$ cat config.mk
export PLATFORM = sky130hd
export DESIGN_NAME = tag_hex_streamer
export DESIGN_NICKNAME = d
export VERILOG_FILES = /design/src/rtl/tag_hex_streamer.sv
export SDC_FILE = /design/constraint.sdc
export NUM_CORES = 1
export LEC_CHECK = 0
export BUFFER_PORTS_ARGS = -buffer_cell sky130_fd_sc_hd__buf_2
export CAP_MARGIN = 30
export CORE_MARGIN = 1.5
export CORE_UTILIZATION = 35
export CTS_CLUSTER_SIZE = 12
export DETAILED_ROUTE_END_ITERATION = 10
export RECOVER_POWER = 100
export SKIP_LAST_GASP = 1
export SYNTH_ARGS = -nofsm -noshare
export SYNTH_HDL_FRONTEND = slang
export SYNTH_SLANG_ARGS = --single-unit
export TNS_END_PERCENT = 100
$ cat constraint.sdc
create_clock -name i_Clock -period 2.2 [get_ports i_Clock]
set_input_delay 0.66 -clock i_Clock [delete_from_list [all_inputs] [get_ports i_Clock]]
set_output_delay 0.66 -clock i_Clock [all_outputs]
set_load 0.01 [all_outputs]
$ cat src/rtl/tag_hex_streamer.sv
// tag_hex_streamer: turns a captured TAG_BYTES-wide tag ID into a stream of
// uppercase ASCII hex characters (MS nibble first), one character per
// downstream UART handshake (o_Tx_DV out, i_Tx_Done back).
// Optional build macro TAG_STREAM_CRLF_EN appends CR LF to every frame.
module tag_hex_streamer #(
  parameter int TAG_BYTES = 5
) (
  input  logic                   i_Clock,
  input  logic                   i_Rst_n,
  input  logic                   i_Tag_DV,
  input  logic [8*TAG_BYTES-1:0] i_Tag_ID,
  input  logic                   i_Tx_Done,
  output logic                   o_Tx_DV,
  output logic [7:0]             o_Tx_Byte,
  output logic                   o_Busy,
  output logic                   o_Tag_Drop,
  output logic                   o_Frame_Done
);

  localparam int ID_W      = 8*TAG_BYTES;
  localparam int HEX_CHARS = 2*TAG_BYTES;
`ifdef TAG_STREAM_CRLF_EN
  localparam int NUM_CHARS = HEX_CHARS + 2;
`else
  localparam int NUM_CHARS = HEX_CHARS;
`endif
  localparam int IDX_W = $clog2(NUM_CHARS);
  localparam logic [IDX_W-1:0] LAST_IDX = IDX_W'(NUM_CHARS-1);

  typedef enum logic [1:0] {S_IDLE, S_SEND, S_WAIT} state_t;

  state_t           state_q;
  logic [IDX_W-1:0] idx_q;
  logic [ID_W-1:0]  id_q;
  logic             tx_dv_q;
  logic [7:0]       tx_byte_q;
  logic             busy_q;
  logic             drop_q;
  logic             done_q;

  // Captured ID viewed as nibbles; element HEX_CHARS-1 is the MS nibble.
  logic [HEX_CHARS-1:0][3:0] nibs;
  logic [3:0]                nib;
  logic [7:0]                char_d;

  assign nibs = id_q;

  // Select the nibble for the current character index and map it to ASCII.
  always_comb begin
    nib = 4'h0;
    for (int k = 0; k < HEX_CHARS; k++) begin
      if (idx_q == IDX_W'(k)) nib = nibs[HEX_CHARS-1-k];
    end
    if (nib < 4'd10) char_d = 8'h30 + {4'h0, nib};
    else             char_d = 8'h37 + {4'h0, nib};
`ifdef TAG_STREAM_CRLF_EN
    if (idx_q == IDX_W'(HEX_CHARS))        char_d = 8'h0D;
    else if (idx_q == IDX_W'(HEX_CHARS+1)) char_d = 8'h0A;
`endif
  end

  // Frame sequencer: capture, emit one character, wait for its completion.
  always_ff @(posedge i_Clock) begin
    if (!i_Rst_n) begin
      state_q   <= S_IDLE;
      idx_q     <= '0;
      id_q      <= '0;
      tx_dv_q   <= 1'b0;
      tx_byte_q <= 8'h00;
      busy_q    <= 1'b0;
      drop_q    <= 1'b0;
      done_q    <= 1'b0;
    end else begin
      tx_dv_q <= 1'b0;
      drop_q  <= 1'b0;
      done_q  <= 1'b0;
      // Any strobe arriving while a frame is in flight (including the cycle
      // of the final i_Tx_Done) is rejected; the ID register is untouched.
      if (i_Tag_DV && (state_q != S_IDLE)) drop_q <= 1'b1;
      case (state_q)
        S_IDLE: begin
          if (i_Tag_DV) begin
            id_q    <= i_Tag_ID;
            idx_q   <= '0;
            busy_q  <= 1'b1;
            state_q <= S_SEND;
          end
        end
        S_SEND: begin
          tx_dv_q   <= 1'b1;
          tx_byte_q <= char_d;
          state_q   <= S_WAIT;
        end
        S_WAIT: begin
          if (i_Tx_Done) begin
            if (idx_q == LAST_IDX) begin
              done_q  <= 1'b1;
              busy_q  <= 1'b0;
              state_q <= S_IDLE;
            end else begin
              idx_q   <= idx_q + IDX_W'(1);
              state_q <= S_SEND;
            end
          end
        end
        default: state_q <= S_IDLE;
      endcase
    end
  end

  assign o_Tx_DV      = tx_dv_q;
  assign o_Tx_Byte    = tx_byte_q;
  assign o_Busy       = busy_q;
  assign o_Tag_Drop   = drop_q;
  assign o_Frame_Done = done_q;

endmodule

# After elaboration in Yosys (flattened, before gate mapping)
# Cells that the tools add are included.
dict set report classes {
  n_addsub 3
  n_eq_ne 15
  mux 26
  magnitude_cmp 1
  n_reduce_logical 10
}
# operator count
set ops {}
lappend ops {{$mux 4} 13}
lappend ops {{$eq 4x3->1 const B} 4}
lappend ops {{$add 6x4->7 const A} 2}
lappend ops {{$eq 4x2->1 const B} 2}
lappend ops {{$eq 4x4->1 const B} 2}
lappend ops {{$ne 2x2->1 const B} 4}
lappend ops {{$pmux 4 s2} 1}
lappend ops {{$reduce_and 4->1} 2}
lappend ops {{$mux 1} 7}
lappend ops {{$mux 7} 1}
lappend ops {{$pmux 2 s3} 1}
lappend ops {{$add 4x1->4 const B} 1}
lappend ops {{$eq 4x1->1 const B} 1}
lappend ops {{$logic_not 4->1} 1}
lappend ops {{$lt 4x4->1 const B} 1}
lappend ops {{$mux 2} 2}
lappend ops {{$reduce_and 2->1} 2}
lappend ops {{$reduce_bool 2->1} 2}
lappend ops {{$reduce_and 3->1} 1}
lappend ops {{$eq 2x1->1 const B} 1}
lappend ops {{$eq 2x2->1 const B} 1}
lappend ops {{$logic_not 2->1} 1}
lappend ops {{$pmux 1 s2} 1}
lappend ops {{$logic_and 1x1->1} 1}
dict set report word_totals {
  input_bits 44
  register_bits 58
  output_inout_bits 12
}

# Longest topological paths before layout
# Gate-level depths: netlist of run 1.
dict set report logic_depth {
  word_depth 13
  depth_mapped 12
}

# Worst setup path after synthesis of run 1
# Ideal clock, no wire load.
dict set report synth_timing {
  path_type {reg2reg}
  startpoint {reg idx_q[0]}
  endpoint {reg tx_byte_q[4], in the netlist o_Tx_Byte[4]}
  period_less_slack_ps 2293
  path_buffers 2
  setup_time_ps 59
  path_slack_ps -93
  path_stages_with_launch 13
  arrival_time_ps 2235
  cell_sequence {dfxtp_1 > inv_1 > ha_1 > buf_4 > buf_2 > a21oi_1 > o21ai_0 > a221o_1 > a22oi_1 > ha_1 > inv_1 > o2111ai_2 > o211a_1}
}
dict set report synth_via {
  elab_chain_cells 13
  word_cells_on_any_way 24
  cone_classes {2 x add/sub; 1 x order compare; 9 x eq/ne; 11 x mux; 1 x reduce/logical}
}
# element line_no
set synth_rtl {}
lappend synth_rtl {{start: declaration} 33} ;# logic [IDX_W-1:0] idx_q;
lappend synth_rtl {{start signal: assignment} 101} ;# idx_q <= idx_q + IDX_W'(1);
lappend synth_rtl {{$logic_not 4->1} 52} ;# if (idx_q == IDX_W'(k)) nib = nibs[HEX_CHARS-1-k];
lappend synth_rtl {{$mux 4 (9 in series)} 52}
lappend synth_rtl {{$mux 4 (*)} 52}
lappend synth_rtl {{$add 6x4->7, or another cell as far along} 55} ;# else char_d = 8'h37 + {4'h0, nib};
lappend synth_rtl {{$mux 7 (*)} 54} ;# if (nib < 4'd10) char_d = 8'h30 + {4'h0, nib};
lappend synth_rtl {{end signal: assignment} 91} ;# tx_byte_q <= char_d;
lappend synth_rtl {{end: declaration} 36} ;# logic [7:0] tx_byte_q;
# Every way passes the cells marked *; elsewhere a longest branch is shown, timed or not.
# A chain may end at the register's enable or synchronous reset.

# Worst setup path after layout of run 1
dict set report layout_timing {
  startpoint {reg idx_q[1]}
  endpoint {reg tx_byte_q[2], in the netlist o_Tx_Byte[2]}
}
# Same word-level chain as after synthesis.

==> flow_summary.yaml, run 1 <==
timing:
  setup_tns_ns: -0.0503
  clock_skew_ns: 0.00459
  period_share: 1.02
  rsz0062_at_grt: "yes"
  fmax_ghz: 0.447
  postLayoutSetupSlackWorst_ns: -0.0390
  slew_viol_final: 0
  period_minus_slack_ns: 2.24
  slew_headroom: 0.470
  setup_viol: 2
  finalHoldViolations: 0
  tightest_slew_ns: 0.795
  holdWs_ns: 0.454
floorplan:
  die_h_um: 91.8
  io_pins: 56
  die_area_um2: 8430
  start_util: 0.359
  fp.dieW_um: 91.8
  placementRows: 32
  coreArea_um2: 7690
route:
  ant_nets: 0
  wl_um: 7300
  drc: 0
  wire_per_inst_um: 13.5
  first_pass_iters: 4
  viasPerCell: 4.91
  drt_iter0_markers: 168
  vias: 2651
status:
  outcome: "finished with violations"
  violations: "setup timing"
critical_path:
  rr_endpoint: "o_Tx_Byte[2]"
  path_class: "reg2reg"
  reg2reg_from: "idx_q[1]"
  cp-end-kind: "flop"
  cp-start-kind: "flop"
  rr_worst_depth: 9
  critical_path_required_ns: 2.46
  rrSetupSlack_ns: -0.04
  cp.arrival_ns: 2.50
  cp_max_fo: 6
finish:
  num_antenna_cells: 0
  area.growth.synth_to_final_pct: 32.4
  final_nets: 482
  final_cells: 540
  drive_gt1_frac: 0.297
  utilization: 0.475
cts:
  numCtsBuffers: 9
  path_clk_slew_ns: 0.06
  htree_num_levels: 3
  worstSkewPairLatency_ns: 0.33
  clockBufferDepth: 2
  root_buffer: "clkbuf_8"
  cts_tree: "built"
  cts_sinks: 57
yosys:
  ys_seq_elements: 57
  ys.flop_type: "dfxtp_1"
  syn_nets: 401
  synthArstFlopShare: 0
  yosysWarnings: 0
  ys_seq_area_frac: 0.413
  syn_area_um2: 2760
  synth_cell_types: 49
  syn_inst: 352
  synth_edf_count: 0
  synth.avg_cell_area_um2: 7.84
global_route:
  grt_pass1_wl_um: 11400
  grt_overflow_total: 0
  grt_usage: 0.173
  grt-busiest-layer: "met2"
  gr-usage-met3: 0.0514
  grt_util_met1: 0.215
  grt_pass1_vias: 2469
  grt_max_degree: 42
  antenna_found_initial: 0
  grtUsageMet2: 0.282
power:
  power_leakage_nw: 1.42
  power_frac_comb: 0.144
  intPower_mw: 1.71
  clkPwrFrac: 0.369
  sequentialPowerShare: 0.487
  ir_drop_mv: 0.383
  switchingPower_uw: 615
  power.total_mw: 2.32
  cellPowerDensity_nw_per_um2: 635
  switching_share: 0.265
hold_path:
  hold_depth: 2
  hold-path-endpoint: "id_q[14]"
  hold_start: "id_q[14]"
  hp-class: "reg2reg"
placed_design:
  place.gp.congestion: 0.981
  place_inst: 507
  hpwl_um: 4900
  portBuffers: 54
run:
  max-cap-violations: 0
## cells in the final DEF, fill, tap and decap left out, drive strengths merged, types with 2 or more instances in the layout
| cell | instances |
|---|---|
| a31oi | 4 |
| buf | 79 |
| nand2 | 97 |
| a311oi | 2 |
| a21oi | 58 |
| ha | 5 |
| o21ai | 10 |
| or3 | 2 |
| a211oi | 2 |
| nand3 | 7 |
| nor3 | 2 |
| o22ai | 3 |
| o211ai | 2 |
| a211o | 2 |
| xor2 | 2 |
| clkbuf | 31 |
| nor2 | 14 |
| nor2b | 10 |
| a22oi | 3 |
| nand2b | 3 |
| nand4 | 4 |
| a221oi | 3 |
| nor3b | 3 |
| nand3b | 4 |
| inv | 13 |
| o311ai | 2 |
| dfxtp | 57 |
## worst max path at each step
stage | to | cells past startpoint | from | slack [ns]
floorplan | o_Tx_Byte[4] | 12 | idx_q[0] | 0.002
global placement | o_Tx_Byte[4] | 10 | idx_q[0] | -0.03
detailed placement | o_Tx_Byte[6] | 9 | idx_q[1] | -0.08
CTS | o_Tx_Byte[2] | 9 | idx_q[1] | 0.002
global route | o_Tx_Byte[2] | 9 | idx_q[1] | -0.13
finish | o_Tx_Byte[2] | 9 | idx_q[1] | -0.04
## stage by stage
| step | setup slack, ns | instance area, µm² |
|---|---|---|
| final | -0.0390 | 3650 |
| after global routing | -0.132 | 3650 |
| after CTS | 0.00191 | 3470 |
| after floorplan | 0.00212 | 2770 |
| after detailed placement | -0.0836 | 3220 |
| after global placement | -0.0263 | 3220 |
## cell usage after synthesis (2+ instances only)
library cell,number,area [µm²]
a211o_1,2,17.5
o211ai_2,2,25.0
o21ai_1,3,15.0
nor3_1,2,10.0
clkbuf_1,15,56.3
buf_4,3,22.5
a31oi_1,3,18.8
nand2_1,97,364
a211oi_2,2,25.0
nand2b_1,3,18.8
nor3b_1,3,22.5
nand3_1,7,35.0
ha_1,5,62.6
a21oi_1,58,290
xor2_1,2,17.5
nor2_1,14,52.6
nand4_1,4,25.0
a22oi_1,2,15.0
dfxtp_1,57,1140
a311oi_1,2,17.5
buf_6,4,45.0
o21ai_0,7,35.0
nor2b_1,10,62.6
inv_1,12,45.0
nand3b_1,4,30.0
buf_2,4,20.0
o22ai_1,3,18.8
## power groups by stage
stage | Sequential [mW] | Combinational, mW | Clock [mW]
after detailed placement | 1.15 | 0.302 | 0
after global routing | 1.14 | 0.378 | 0.937
final | 1.13 | 0.335 | 0.856
after global placement | 1.15 | 0.299 | 0
after CTS | 1.13 | 0.318 | 0.879
after floorplan | 1.15 | 0.193 | 0
## registers in the layout, indices dropped and copies added, names as in the netlist
| register | count |
|---|---|
| o_Busy | 1 |
| state_q | 2 |
| o_Tag_Drop | 1 |
| o_Tx_Byte | 7 |
| o_Tx_DV | 1 |
| idx_q | 4 |
| o_Frame_Done | 1 |
| id_q | 40 |
## layer usage
metal	up-vias	wire, µm
li1	1361	-
met1	1222	3410
met2	54	3390
met3	14	352
met4	0	151
met5	-	0
## cell type report
| type | count | area, µm² |
|---|---|---|
| tap | 102 | 128 |
| timing repair buffer | 96 | 617 |
| clock inverter | 2 | 12.5 |
| sequential | 57 | 1150 |
| multi-input combinational | 256 | 1540 |
| clock buffer | 14 | 163 |
| fill | 824 | 4030 |
| inverter | 13 | 51.3 |
## kinds of logic after synthesis
family,Yosys count,share of synthesized area
AND/OR/NAND/NOR,149,0.241
AO/OA/AOI/OAI,99,0.246
flip-flops,57,0.413
buffers and inverters,39,0.0698
adder cells (fa/ha/maj),5,0.0227
XOR/XNOR,2,0.00635
other,1,0.00136
## what timing repair did
action / in CTS / in global routing
gates resized for setup: 8 / 24
setup buffers: 7 / 8
hold buffers: 0 / 0
setup endpoints to repair: 5 / 7
pin swaps: 4 / 12
cloned: 0 / 2
## worst max-delay path, cell delays in order (launching register included)
cell and delay [ns]:
dfxtp_4 0.37, inv_4 0.05, ha_4 0.18, buf_12 0.14
a211oi_2 0.20, o21ai_0 0.12, a31oi_1 0.33, o21ai_1 0.21
or3_1 0.42, o211ai_2 0.14
Power figures use the tool's default switching activity.
==> run 2, diff against run 1 <==
Settings changed: RECOVER_POWER 100 to 25, SKIP_CTS_REPAIR_TIMING set to 1.
==> run 2 against run 1 <==
Net effect: the run now ends clean; maximum frequency up 2.2%; global-route usage down 0.19 points; sequential share of layout area down 0.20 points; cell count down 0.93%; non-clock buffer count down 5; critical path depth up 1.
==> flow_summary.yaml, run 2 (synthesis gave the netlist of run 1 again) <==
finish:
  num_antenna_cells: 0
  drive_gt1_frac: 0.321
  area.growth.synth_to_final_pct: 33.3
  utilization: 0.479
  final_area_um2: 3680
  mostFrequentLayoutCells: "nand2_1 (97), dfxtp_1 (55), buf_2 (55)"
  largest_reg_flops: 40
  largest-register: "id_q"
  layout_commonest_cell: "nand2_1"
  final_nets: 477
route:
  drt_iter0_markers: 118
  vias: 2635
  first_pass_iters: 4
  drc: 0
  wire_per_inst_um: 13.5
  wl_um: 7230
  ant_nets: 0
  viasPerCell: 4.93
timing:
  slew_viol_final: 0
  period_share: 0.996
  period_minus_slack_ns: 2.19
  setup_viol: 0
  finalHoldViolations: 0
  holdWs_ns: 0.454
  rsz0062_at_grt: "yes"
  clock_skew_ns: 0.00413
  fmax_ghz: 0.457
critical_path:
  cp.arrival_ns: 2.47
  cp-end-kind: "flop"
  cp-start-kind: "flop"
  critical_path_required_ns: 2.48
  path_class: "reg2reg"
  cp_max_fo: 6
power:
  cellPowerDensity_nw_per_um2: 632
  power.total_mw: 2.32
  ir_drop_mv: 0.381
  power_leakage_nw: 1.46
global_route:
  grt_max_degree: 42
  grt_usage: 0.171
  grt_pass1_vias: 2432
  grt_pass1_wl_um: 11300
  grt_overflow_total: 0
  antenna_found_initial: 0
hold_path:
  hp-class: "reg2reg"
run:
  max-cap-violations: 0
floorplan:
  io_pins: 56
  die_area_um2: 8430
  coreArea_um2: 7690
  placementRows: 32
  die_h_um: 91.8
  start_util: 0.359
  fp.dieW_um: 91.8
cts:
  worstSkewPairLatency_ns: 0.33
  cts_sinks: 57
  htree_num_levels: 3
  clockBufferDepth: 2
  cts_tree: "built"
  path_clk_slew_ns: 0.06
  numCtsBuffers: 9
  root_buffer: "clkbuf_8"
placed_design:
  portBuffers: 54
  hpwl_um: 4900
  placed_area_um2: 3220
  place.gp.congestion: 0.981
status:
  outcome: "finished clean"
[run 2: changes by cell type in the layout (fill, tap and decap cells not counted), moves of 2 or more]
cell,before,now
clkbuf_1,17,4
a21oi_2,5,3
o21ai_2,1,3
buf_6,3,5
buf_2,43,55
o21ai_1,3,1
buf_4,32,26
[run 2: power breakdown]
group / internal [mW] / switching, mW
sequential: 1.09 / 0.0396
combinational: 0.147 / 0.188
clock: 0.469 / 0.388
total: 1.71 / 0.616
[run 2: area by class of cell]
cell class / instances / area (µm²)
well taps: 102 / 128
clock buffers: 14 / 163
inverters: 13 / 51.3
flip-flops and latches: 57 / 1150
clock inverters: 2 / 12.5
repair buffers: 91 / 621
fillers: 816 / 4010
multi-input cells: 256 / 1560
[run 2: critical path, cell delays in order, from the launching register on]
cell	delay [ns]
dfxtp_4	0.39
inv_4	0.06
ha_4	0.19
buf_12	0.14
and2b_2	0.23
a211oi_2	0.08
o311ai_4	0.36
buf_4	0.19
o211ai_4	0.09
a211o_1	0.32
nand3_1	0.08
[run 2: path summary, 6_finish.rpt]
| kind | to | startpoint | slack, ns | depth (start not counted) |
|---|---|---|---|---|
| worst max-delay path | o_Tx_Byte[0] | idx_q[1] | 0.01 | 10 |
| worst min-delay path | id_q[14] | id_q[14] | 0.45 | 2 |
| worst max register to register | o_Tx_Byte[0] | idx_q[1] | 0.01 | 10 |
| worst min register to register | id_q[14] | id_q[14] | 0.45 | 2 |
[run 2: layer usage]
metal / wire length (µm) / vias to the layer above / GRT usage
met5: 0 / - / 0
met4: 104 / 0 / 0.0577
met3: 323 / 10 / 0.0498
met2: 3410 / 52 / 0.279
met1: 3390 / 1221 / 0.215
li1: - / 1352 / -
[run 2: metrics by stage]
stage | setup WS (ns) | setup TNS [ns] | std cells
6_report | 0.00980 | 0 | 535
5_1_grt | -0.0887 | -0.448 | 535
4_1_cts | -0.124 | -0.374 | 523
3_5_place_dp | -0.0836 | -0.212 | 507
3_3_place_gp | -0.0263 | -0.0390 | 507
2_1_floorplan | 0.00212 | 0 | 352
==> run 3, diff against run 2 <==
Settings changed: CORE_UTILIZATION 35 to 49, PLACE_DENSITY set to 0.75, REMOVE_ABC_BUFFERS set to 1.
==> run 3 against run 2 <==
Net effect: clock power is 20% higher; clock-buffer cell count is 1 lower; sequential power hardly changed; largest cell class unchanged; flip-flop and latch count stayed put; die area is 28% lower; hold slack worse by 0.0016 ns; cell count is 6.4% lower.
==> flow_summary.yaml, run 3 (synthesis gave the netlist of run 1 again) <==
finish:
  final-seq-area_um2: 1150
  mostFrequentLayoutCells: "nand2_1 (96), a21oi_1 (57), dfxtp_1 (55)"
  final_area_um2: 3570
  largest-register: "id_q"
  layout_commonest_cell: "nand2_1"
  fill_cells: 499
  multi_input_area_um2: 1550
  drive_gt1_frac: 0.308
  area.growth.synth_to_final_pct: 29.5
  final_nets: 474
  largest_reg_flops: 40
  num_antenna_cells: 0
global_route:
  antenna_found_initial: 0
  grt_max_degree: 26
  grt_overflow_total: 0
  grt_pass1_wl_um: 11000
  grt_pass1_vias: 2487
  grt_usage: 0.227
timing:
  slew_viol_final: 0
  finalHoldViolations: 0
  fmax_ghz: 0.461
  period_minus_slack_ns: 2.17
  rsz0062_at_grt: "yes"
  tightest_slew_ns: 0.889
  slew_headroom: 0.407
  period_share: 0.986
  setup_viol: 0
  clock_skew_ns: 0.00786
cts:
  numCtsBuffers: 9
  worstSkewPairLatency_ns: 0.34
  cts_sinks: 57
  clockBufferDepth: 2
  root_buffer: "clkbuf_8"
  cts_tree: "built"
  path_clk_slew_ns: 0.06
  htree_num_levels: 3
power:
  power.total_mw: 2.49
  ir_drop_mv: 0.346
  cellPowerDensity_nw_per_um2: 697
  power_leakage_nw: 1.44
critical_path:
  cp-end-kind: "flop"
  critical-path-max-stage-delay_ns: 0.37
  cp-start-kind: "flop"
  cp_max_fo: 7
  crit_slowest_cell: "or3_4"
  cp.arrival_ns: 2.40
  reg2reg_from: "idx_q[0]"
  crit_chain: "buf_4 -> ha_4 -> or3_4 -> a221oi_4 -> o22ai_2 -> a31oi_4 -> buf_6 -> a21o_1 -> o21ai_1"
  path_class: "reg2reg"
  critical_path_required_ns: 2.43
  crit_start: "idx_q[0]"
hold_path:
  hold_start: "id_q[31]"
  hp-class: "reg2reg"
status:
  outcome: "finished clean"
route:
  drt_iter0_markers: 119
  ant_nets: 0
  vias: 2614
  wire_per_inst_um: 13.4
  viasPerCell: 5.22
  first_pass_iters: 4
  drc: 0
  wl_um: 6700
placed_design:
  portBuffers: 54
  hpwl_um: 4680
  place.gp.congestion: 0.894
  placed_area_um2: 3210
floorplan:
  die_area_um2: 6090
  fp.dieW_um: 78.1
  start_util: 0.504
  io_pins: 56
  placementRows: 27
  coreArea_um2: 5470
  die_h_um: 78.1
run:
  max-cap-violations: 0
run 3: cell types whose count changed in the layout (fill, tap and decap cells not counted), sizes merged:
cell,change
buf,-3
clkbuf,-1
clkinvlp,-1
bufinv,+1
run 3: path summary, 6_finish.rpt:
| check | end | slack (ns) | cells past startpoint |
|---|---|---|---|
| worst max-delay path | o_Tx_Byte[1] | 0.03 | 9 |
| worst min-delay path | id_q[31] | 0.45 | 2 |
| worst min register to register | id_q[31] | 0.45 | 2 |
| worst max register to register | o_Tx_Byte[1] | 0.03 | 9 |
run 3: area by class of cell:
type                    instances  area share
multi-input cells             256       0.433
flip-flops and latches         57       0.321
clock buffers                  13      0.0501
well taps                      72      0.0252
repair buffers                 88       0.148
inverters                      13      0.0137
clock inverters                 2     0.00980
run 3: per-stage QoR:
stage	std cells	TNS, ns	setup slack (ns)	util	hold WS [ns]
after floorplan	326	-0.254	-0.0967	-	0.436
after global placement	483	-0.265	-0.0836	0.586	0.439
after detailed placement	483	-0.959	-0.200	0.586	0.448
after CTS	498	-1.16	-0.219	0.626	0.455
after global routing	501	-0.162	-0.0464	0.653	0.474
final	501	0	0.0318	0.653	0.453
run 3: metal layers:
metal | track usage | vias up | routed length [µm]
met5 | 0 | - | 0
met4 | 0.0964 | 0 | 113
met3 | 0.0593 | 11 | 259
met2 | 0.378 | 60 | 3230
met1 | 0.278 | 1202 | 3090
li1 | - | 1341 | -
run 3: report_power, final:
| part | switching [mW] | internal [mW] | leakage, nW | total, mW |
|---|---|---|---|---|
| clock network | 0.395 | 0.638 | 0.112 | 1.03 |
| logic | 0.185 | 0.143 | 0.861 | 0.327 |
| registers | 0.0387 | 1.09 | 0.468 | 1.13 |
run 3: critical path: cells and delay by family (launching register included):
kind | cells | cell delay, ns
simple gates | 1 | 0.37
buf+inv | 2 | 0.30
compound gates | 5 | 0.84
fa+ha+maj | 1 | 0.18
flops | 1 | 0.36
